### src/rtl/soc_mem_arbiter_if.sv
// CPU fetch (I), CPU load/store (D) and single RAM port bundled for the memory arbiter.
// The slave modport is the arbiter's view; master is the CPU/RAM side.
interface soc_mem_arbiter_if #(
    parameter int unsigned ADDR_WIDTH = 32
) ();
    logic                  i_req;
    logic [ADDR_WIDTH-1:0] i_addr;
    logic [31:0]           i_rdata;
    logic                  i_ack;

    logic                  d_req;
    logic [ADDR_WIDTH-1:0] d_addr;
    logic [3:0]            d_wmask;
    logic [31:0]           d_wdata;
    logic [31:0]           d_rdata;
    logic                  d_ack;

    logic [ADDR_WIDTH-1:0] mem_addr;
    logic                  mem_rstrb;
    logic [3:0]            mem_wmask;
    logic [31:0]           mem_wdata;
    logic [31:0]           mem_rdata;

    modport slave (
        input  i_req, i_addr, d_req, d_addr, d_wmask, d_wdata, mem_rdata,
        output i_rdata, i_ack, d_rdata, d_ack, mem_addr, mem_rstrb, mem_wmask, mem_wdata
    );

    modport master (
        output i_req, i_addr, d_req, d_addr, d_wmask, d_wdata, mem_rdata,
        input  i_rdata, i_ack, d_rdata, d_ack, mem_addr, mem_rstrb, mem_wmask, mem_wdata
    );
endinterface

### src/rtl/soc_mem_arbiter.sv
// Round-robin arbiter sharing one fixed-latency RAM port between CPU fetch (I) and
// load/store (D); one transaction in flight, sequenced IDLE -> ISSUE -> [WAIT] -> DONE.
module soc_mem_arbiter #(
    parameter int unsigned ADDR_WIDTH = 32,
    parameter int unsigned LATENCY    = 1
) (
    input  logic             CLK,
    input  logic             RESETN,
    soc_mem_arbiter_if.slave bus
);
    typedef enum logic [1:0] {StIdle, StIssue, StWait, StDone} state_e;

    state_e                state_q, state_d;
    logic                  win_d_q, win_d_d;    // current winner is the D port
    logic                  last_d_q, last_d_d;  // last grant went to D
    logic                  we_q, we_d;
    logic [2:0]            cnt_q, cnt_d;
    logic [ADDR_WIDTH-1:0] mem_addr_q, mem_addr_d;
    logic [31:0]           mem_wdata_q, mem_wdata_d;
    logic                  mem_rstrb_q, mem_rstrb_d;
    logic [3:0]            mem_wmask_q, mem_wmask_d;
    logic [31:0]           i_rdata_q, i_rdata_d;
    logic [31:0]           d_rdata_q, d_rdata_d;
    logic                  pick_dport;
    logic                  done_rd;

    // D wins when alone, or on a conflict when I was served last.
    assign pick_dport = bus.d_req & (~bus.i_req | ~last_d_q);

    always_comb begin
        state_d     = state_q;
        win_d_d     = win_d_q;
        last_d_d    = last_d_q;
        we_d        = we_q;
        cnt_d       = cnt_q;
        mem_addr_d  = mem_addr_q;
        mem_wdata_d = mem_wdata_q;
        mem_rstrb_d = 1'b0;
        mem_wmask_d = 4'b0000;
        i_rdata_d   = i_rdata_q;
        d_rdata_d   = d_rdata_q;

        unique case (state_q)
            StIdle: begin
                if (bus.i_req || bus.d_req) begin
                    win_d_d  = pick_dport;
                    last_d_d = pick_dport;
                    state_d  = StIssue;
                    if (pick_dport) begin
                        mem_addr_d  = bus.d_addr;
                        we_d        = |bus.d_wmask;
                        mem_wmask_d = bus.d_wmask;
                        mem_rstrb_d = ~|bus.d_wmask;
                        if (|bus.d_wmask) begin
                            mem_wdata_d = bus.d_wdata;
                        end
                    end else begin
                        mem_addr_d  = bus.i_addr;
                        we_d        = 1'b0;
                        mem_rstrb_d = 1'b1;
                    end
                end
            end
            StIssue: begin
                if (we_q || LATENCY <= 1) begin
                    state_d = StDone;
                end else begin
                    cnt_d   = 3'(LATENCY - 1);
                    state_d = StWait;
                end
            end
            StWait: begin
                cnt_d = cnt_q - 3'd1;
                if (cnt_q == 3'd1) begin
                    state_d = StDone;
                end
            end
            StDone: begin
                if (!we_q) begin
                    if (win_d_q) begin
                        d_rdata_d = bus.mem_rdata;
                    end else begin
                        i_rdata_d = bus.mem_rdata;
                    end
                end
                state_d = StIdle;
            end
            default: state_d = StIdle;
        endcase
    end

    always_ff @(posedge CLK or negedge RESETN) begin
        if (!RESETN) begin
            state_q     <= StIdle;
            win_d_q     <= 1'b0;
            last_d_q    <= 1'b1;
            we_q        <= 1'b0;
            cnt_q       <= 3'd0;
            mem_addr_q  <= '0;
            mem_wdata_q <= 32'h0;
            mem_rstrb_q <= 1'b0;
            mem_wmask_q <= 4'b0000;
            i_rdata_q   <= 32'h0;
            d_rdata_q   <= 32'h0;
        end else begin
            state_q     <= state_d;
            win_d_q     <= win_d_d;
            last_d_q    <= last_d_d;
            we_q        <= we_d;
            cnt_q       <= cnt_d;
            mem_addr_q  <= mem_addr_d;
            mem_wdata_q <= mem_wdata_d;
            mem_rstrb_q <= mem_rstrb_d;
            mem_wmask_q <= mem_wmask_d;
            i_rdata_q   <= i_rdata_d;
            d_rdata_q   <= d_rdata_d;
        end
    end

    // RAM data is only valid during DONE, so it is forwarded there and held afterwards.
    assign done_rd       = (state_q == StDone) && !we_q;
    assign bus.i_ack     = (state_q == StDone) && !win_d_q;
    assign bus.d_ack     = (state_q == StDone) && win_d_q;
    assign bus.i_rdata   = (done_rd && !win_d_q) ? bus.mem_rdata : i_rdata_q;
    assign bus.d_rdata   = (done_rd && win_d_q) ? bus.mem_rdata : d_rdata_q;
    assign bus.mem_addr  = mem_addr_q;
    assign bus.mem_wdata = mem_wdata_q;
    assign bus.mem_rstrb = mem_rstrb_q;
    assign bus.mem_wmask = mem_wmask_q;
endmodule

### src/flat_wrapper.sv
// flat-port wrapper written by rule: the top's interface ports become plain ports
module soc_mem_arbiter_flat 
#(
    parameter int unsigned ADDR_WIDTH = 32,
    parameter int unsigned LATENCY    = 1
)
  (CLK, RESETN, bus_i_req, bus_i_addr, bus_d_req, bus_d_addr, bus_d_wmask, bus_d_wdata, bus_mem_rdata, bus_i_rdata, bus_i_ack, bus_d_rdata, bus_d_ack, bus_mem_addr, bus_mem_rstrb, bus_mem_wmask, bus_mem_wdata);
  soc_mem_arbiter_if #(.ADDR_WIDTH(ADDR_WIDTH)) bus_i ();
  input  logic CLK;
  input  logic RESETN;
  input wire logic [$bits(bus_i.i_req)-1:0] bus_i_req;
  input wire logic [$bits(bus_i.i_addr)-1:0] bus_i_addr;
  input wire logic [$bits(bus_i.d_req)-1:0] bus_d_req;
  input wire logic [$bits(bus_i.d_addr)-1:0] bus_d_addr;
  input wire logic [$bits(bus_i.d_wmask)-1:0] bus_d_wmask;
  input wire logic [$bits(bus_i.d_wdata)-1:0] bus_d_wdata;
  input wire logic [$bits(bus_i.mem_rdata)-1:0] bus_mem_rdata;
  output wire logic [$bits(bus_i.i_rdata)-1:0] bus_i_rdata;
  output wire logic [$bits(bus_i.i_ack)-1:0] bus_i_ack;
  output wire logic [$bits(bus_i.d_rdata)-1:0] bus_d_rdata;
  output wire logic [$bits(bus_i.d_ack)-1:0] bus_d_ack;
  output wire logic [$bits(bus_i.mem_addr)-1:0] bus_mem_addr;
  output wire logic [$bits(bus_i.mem_rstrb)-1:0] bus_mem_rstrb;
  output wire logic [$bits(bus_i.mem_wmask)-1:0] bus_mem_wmask;
  output wire logic [$bits(bus_i.mem_wdata)-1:0] bus_mem_wdata;
  assign bus_i.i_req = bus_i_req;
  assign bus_i.i_addr = bus_i_addr;
  assign bus_i.d_req = bus_d_req;
  assign bus_i.d_addr = bus_d_addr;
  assign bus_i.d_wmask = bus_d_wmask;
  assign bus_i.d_wdata = bus_d_wdata;
  assign bus_i.mem_rdata = bus_mem_rdata;
  assign bus_i_rdata = bus_i.i_rdata;
  assign bus_i_ack = bus_i.i_ack;
  assign bus_d_rdata = bus_i.d_rdata;
  assign bus_d_ack = bus_i.d_ack;
  assign bus_mem_addr = bus_i.mem_addr;
  assign bus_mem_rstrb = bus_i.mem_rstrb;
  assign bus_mem_wmask = bus_i.mem_wmask;
  assign bus_mem_wdata = bus_i.mem_wdata;
  soc_mem_arbiter #(.ADDR_WIDTH(ADDR_WIDTH), .LATENCY(LATENCY)) u_core (.CLK(CLK), .RESETN(RESETN), .bus(bus_i));
endmodule
### config.mk
export PLATFORM = sky130hd
export DESIGN_NAME = soc_mem_arbiter_flat
export DESIGN_NICKNAME = d
export VERILOG_FILES = /design/src/rtl/soc_mem_arbiter_if.sv /design/src/rtl/soc_mem_arbiter.sv /design/src/flat_wrapper.sv
export SDC_FILE = /design/constraint.sdc
export NUM_CORES = 1
export LEC_CHECK = 0
export CAP_MARGIN = 20
export CORE_MARGIN = 4
export CORE_UTILIZATION = 30
export DETAILED_ROUTE_END_ITERATION = 8
export DONT_BUFFER_PORTS = 1
export GPL_TIMING_DRIVEN = 0
export PLACE_DENSITY = 0.48
export SYNTH_ARGS = -nofsm -noshare
export SYNTH_HDL_FRONTEND = slang
export SYNTH_SLANG_ARGS = --single-unit
export TNS_END_PERCENT = 20
### constraint.sdc
create_clock -name CLK -period 2.5 [get_ports CLK]
set_clock_uncertainty 0.05 [all_clocks]
set_input_delay 0.5 -clock CLK [delete_from_list [all_inputs] [get_ports CLK]]
set_output_delay 0.5 -clock CLK [all_outputs]
set_load 0.02 [all_outputs]
Word level (Yosys, flattened, before mapping)
Cells that the tools add are included.
Widths: inputs -> output; s select.
- bits of input ports: 136
- flip-flop bits (word level): 141
- multiplexer cells: 13
- equal/unequal tests: 6
- reductions and logical operators: 16
- add/sub/neg operators: 1
- bitwise logic cells: 6
- operators by type and width (operator ; number):
    $mux 32 ; 3
    $mux 4 ; 3
    $pmux 2 s4 ; 1
    $reduce_and 3->1 ; 2
    $logic_and 1x1->1 ; 5
    $eq 2x2->1 const B ; 2
    $mux 1 ; 4
    $mux 2 ; 2
    $ne 2x1->1 const B ; 2
    $not 1->1 ; 4
    $reduce_and 2->1 ; 2
    $reduce_and 4->1 ; 1
    $reduce_or 4->1 ; 1
    $eq 3x1->1 const B ; 1
    $logic_not 1->1 ; 3
    $sub 3x1->3 const B ; 1
    $eq 2x1->1 const B ; 1
    $logic_not 2->1 ; 1
    $and 1x1->1 ; 1
    $logic_or 1x1->1 ; 1
    $or 1x1->1 ; 1

Longest topological paths before layout
- depth after elaboration: 6
- depth in mapped cells: 7
- gate-level depth less buffers: 5

Worst setup path after synthesis
Ideal clock, no wire load.
- path kind: register to output
- start: reg u_core.state_q[1]
- end: out bus_d_rdata[21]
- stages on the path, launching flop included: 6
- path slack: 0.393 ns
- arrival time: 1.557 ns
- cells stage by stage: dfrtp_1 -> ha_1 -> nand3b_1 -> buf_2 -> buf_2 -> mux2_2
- word-level cells in the longest chain between the ends: 4
- RTL lines (element ; line ; source):
    start, declared ; soc_mem_arbiter.sv:13 ; state_e state_q, state_d;
    start signal, assigned ; soc_mem_arbiter.sv:94 ; state_q <= StIdle;
    start signal, assigned ; soc_mem_arbiter.sv:106 ; state_q <= state_d;
    $eq 2x2->1 ; soc_mem_arbiter.sv:121 ; assign done_rd = (state_q == StDone) && !we_q;
    $logic_and 1x1->1 ; soc_mem_arbiter.sv:121 ;
    $logic_and 1x1->1 ; soc_mem_arbiter.sv:125 ; assign bus.d_rdata = (done_rd && win_d_q) ? bus.mem_rdata : d_rdata_q;
    $mux 32 ; soc_mem_arbiter.sv:125 ;
    end, declared ; flat_wrapper.sv:20 ; output wire logic [$bits(bus_i.d_rdata)-1:0] bus_d_rdata;
No other way between the ends.

Worst setup path after layout
- start: reg u_core.state_q[1]
- end: out bus_i_rdata[7]
- word-level cells in the longest chain between the ends: 4
- RTL lines (element ; line ; source):
    $eq 2x2->1 ; soc_mem_arbiter.sv:121 ;
    $logic_and 1x1->1 ; soc_mem_arbiter.sv:121 ;
    $logic_and 1x1->1 ; soc_mem_arbiter.sv:124 ; assign bus.i_rdata = (done_rd && !win_d_q) ? bus.mem_rdata : i_rdata_q;
    $mux 32 ; soc_mem_arbiter.sv:124 ;
    end, declared ; flat_wrapper.sv:18 ; output wire logic [$bits(bus_i.i_rdata)-1:0] bus_i_rdata;
No other way between the ends.

==> metrics.yaml <==
synth_commonest_cells: "dfrtp_1, mux2_2, a21oi_1"
slowest_delay_ns: 0.39
worstReg2RegEnd: "u_core.bus.mem_addr[21]$_DFFE_PN0P_"
synth_edf_count: 0
synth.cell_area_um2: 6190
grt_overflow: 0
yosysUniqueCellTypes: 31
dpl.hpwl_um: 11400
timing.final.crit_period_ns: 2.41
grt_pass1_wl_um: 23200
syn_inst: 470
place_ws_ns: -0.0418
routed_wl_um: 15500
worstMarginPinSlew_ns: 0.715
via_count: 3787
slowest_stage: "dfrtp_1"
drtAntennaViolNets: 0
reg2reg_slack_ns: 0.42
crit_fanout: 10
placed_cell_area_um2: 6530
cp.required_ns: 1.95
synth_area_leader_cell: "dfrtp_1"
post_drt_wl_per_cell_um: 19.9
switching_share: 0.397
cp.buffers_inverters: 2
die_h_um: 152
synthTopCellsByArea: "dfrtp_1, mux2_2, mux2_4"
start_kind: "flip-flop"
power.switching_w: 0.00474
clk_pin_slew_ns: 0.06
io_pins: 271
synth-async-reset-ratio: 1.00
violations: "hold timing"
hold_path_class: "in2async"
ys_seq_area_frac: 0.570
grt_pass1_vias: 4151
start_util: 0.306
ir_drop_mv: 0.443
period_share: 0.963
syn_nets: 611
slew_viol_final: 0
outcome: "finished, violations left"
diodes: 0
synth_flop_cell: "dfrtp_1"
drt_iter0_markers: 117
cap_violations: 0
max_slew_margin: 0.520
stdcell_area_um2: 7430
antenna_found_initial: 0
cts_tree: "yes"
die_w_um: 152
timing.hold.ws_ns: -0.266
ys_warn_count: 0
area_growth_syn_to_layout_pct: 20.2
p_seq_frac: 0.401
fin_ws_ns: 0.0926
yosysMostFrequentCell: "dfrtp_1"
max_freq_ghz: 0.415
arrival_ns: 1.86
pwr_density_cell_nw_per_um2: 1610
rows: 52
ctsRootBufferMaster: "clkbuf_16"
grt_max_degree: 142
setup_viol: 0
hold_viol_final: 141
ys_ff_latch: 141
critical_path.top_delay_family: "flip-flops"
r2r-start: "u_core.state_q[1]$_DFFE_PN0P_"
postLayoutCoreUtil: 0.367
drc: 0
io_buffers: 0
dr.pass1.iters: 4
clock_sink_count: 141
clockPowerShare: 0.211
nFillCells: 1975
die-area_um2: 23000
htreeDepth: 4
end_kind: "output pin"
internal_power_w: 0.00721
path_class: "reg2out"
drive_above_1_share: 0.395
grt_setup_unrepaired: "true"
core_um2: 20200
fin_nets: 637
grt_usage: 0.132
combPwrFrac: 0.388
numCtsBuffers: 17
cts_buffer_depth: 2
vias_per_cell: 4.86
path_cells: "ha_4 -> nor3b_2 -> buf_6 -> buf_8 -> mux2_4"
ff2ff_path_depth: 8
clk_latency_ns: 0.42
synth.avg_cell_area_um2: 13.2
power.leakage_nw: 3.37
gp_congestion: 0.787
yosysTopAreaCellShare: 0.566
power by group through the flow:
| stage | clock [W] | sequential, W | combinational [W] |
|---|---|---|---|
| 2_1_floorplan | 0 | 0.00456 | 0.00356 |
| 3_3_place_gp | 0 | 0.00477 | 0.00410 |
| 3_5_place_dp | 0 | 0.00480 | 0.00419 |
| 4_1_cts | 0.00261 | 0.00480 | 0.00462 |
| 5_1_grt | 0.00270 | 0.00492 | 0.00498 |
| 6_report | 0.00253 | 0.00479 | 0.00463 |
cells in the final DEF (no fill, tap or decap), types with 3 or more instances in the layout:
cell        synthesis  final
inv_1               4      4
a21oi_1            66     66
mux2_4             29     73
and3_1              3      3
ha_1                5      4
clkbuf_16           0     17
mux2_2            107     63
buf_6               0      5
dfrtp_1           140    140
nor2_1             34     34
buf_12              3      5
clkinvlp_4          0      5
buf_2              17      8
inv_6               0      3
buf_4               0      7
nand2_1            35     35
clkbuf_1            7      9
sequential cells by signal, summed over array words and instances (netlist names):
name and flops:
u_core.last_d_q 1, u_core.bus.mem_wdata 32, u_core.d_rdata_q 32, u_core.win_d_q 1
u_core.bus.mem_wmask 4, u_core.cnt_q 3, u_core.state_q 2, u_core.i_rdata_q 32
u_core.we_q 1, u_core.bus.mem_rstrb 1, u_core.bus.mem_addr 32
how the worst max path moves through the flow:
stage                                        startpoint              end  slack [ns]  cells past startpoint
after floorplan           u_core.state_q[1]$_DFFE_PN0P_  bus_d_rdata[21]        0.39                      5
after global placement    u_core.state_q[1]$_DFFE_PN0P_  bus_d_rdata[29]       -0.02                      5
after detailed placement  u_core.state_q[1]$_DFFE_PN0P_  bus_d_rdata[22]       -0.04                      5
after CTS                 u_core.state_q[0]$_DFFE_PN0P_  bus_d_rdata[27]       -0.04                      5
after global routing      u_core.state_q[1]$_DFFE_PN0P_  bus_i_rdata[16]      -0.003                      5
final                     u_core.state_q[1]$_DFFE_PN0P_   bus_i_rdata[7]        0.09                      5
per-stage QoR:
| stage | setup TNS (ns) | hold slack [ns] | cells | power, W |
|---|---|---|---|---|
| 6_report | 0 | -0.266 | 779 | 0.0120 |
| 5_1_grt | -0.00708 | -0.300 | 779 | 0.0126 |
| 3_3_place_gp | -0.0756 | 0.158 | 740 | 0.00886 |
| 2_1_floorplan | 0 | 0.154 | 470 | 0.00812 |
| 4_1_cts | -0.227 | -0.298 | 776 | 0.0120 |
| 3_5_place_dp | -0.336 | 0.158 | 740 | 0.00898 |
what timing repair did:
item,in CTS,in global routing
pin swaps,1,1
buffers inserted,5,3
resized for setup,59,11
endpoints found under the hold margin,141,141
cloned,0,0
endpoints found under the setup margin,64,64
per-layer routing:
| layer | wire, um | GRT usage |
|---|---|---|
| met1 | 5880 | 0.150 |
| met2 | 7560 | 0.218 |
| met3 | 1820 | 0.0637 |
| met4 | 217 | 0.0458 |
| met5 | 0 | 0 |
cell families after synthesis:
kind of cell,count (synthesis),share of synthesized area
and+or+nand+nor,80,0.0562
muxes,137,0.267
xor gates and xnor gates,2,0.00283
DFF,141,0.570
adders and majority gates,5,0.0101
AOI/OAI and AO/OA,73,0.0629
buffers and inverters,32,0.0307
area by class of cell:
class	count	area, um^2	area share
flip-flops and latches	141	3530	0.475
multi-input cells	297	2650	0.356
clock buffers	21	460	0.0619
well taps	270	338	0.0454
plain buffers	27	245	0.0330
clock inverters	11	133	0.0178
repair buffers	8	63.8	0.00858
inverters	4	15.0	0.00202
(Power assumes the default switching activity.)
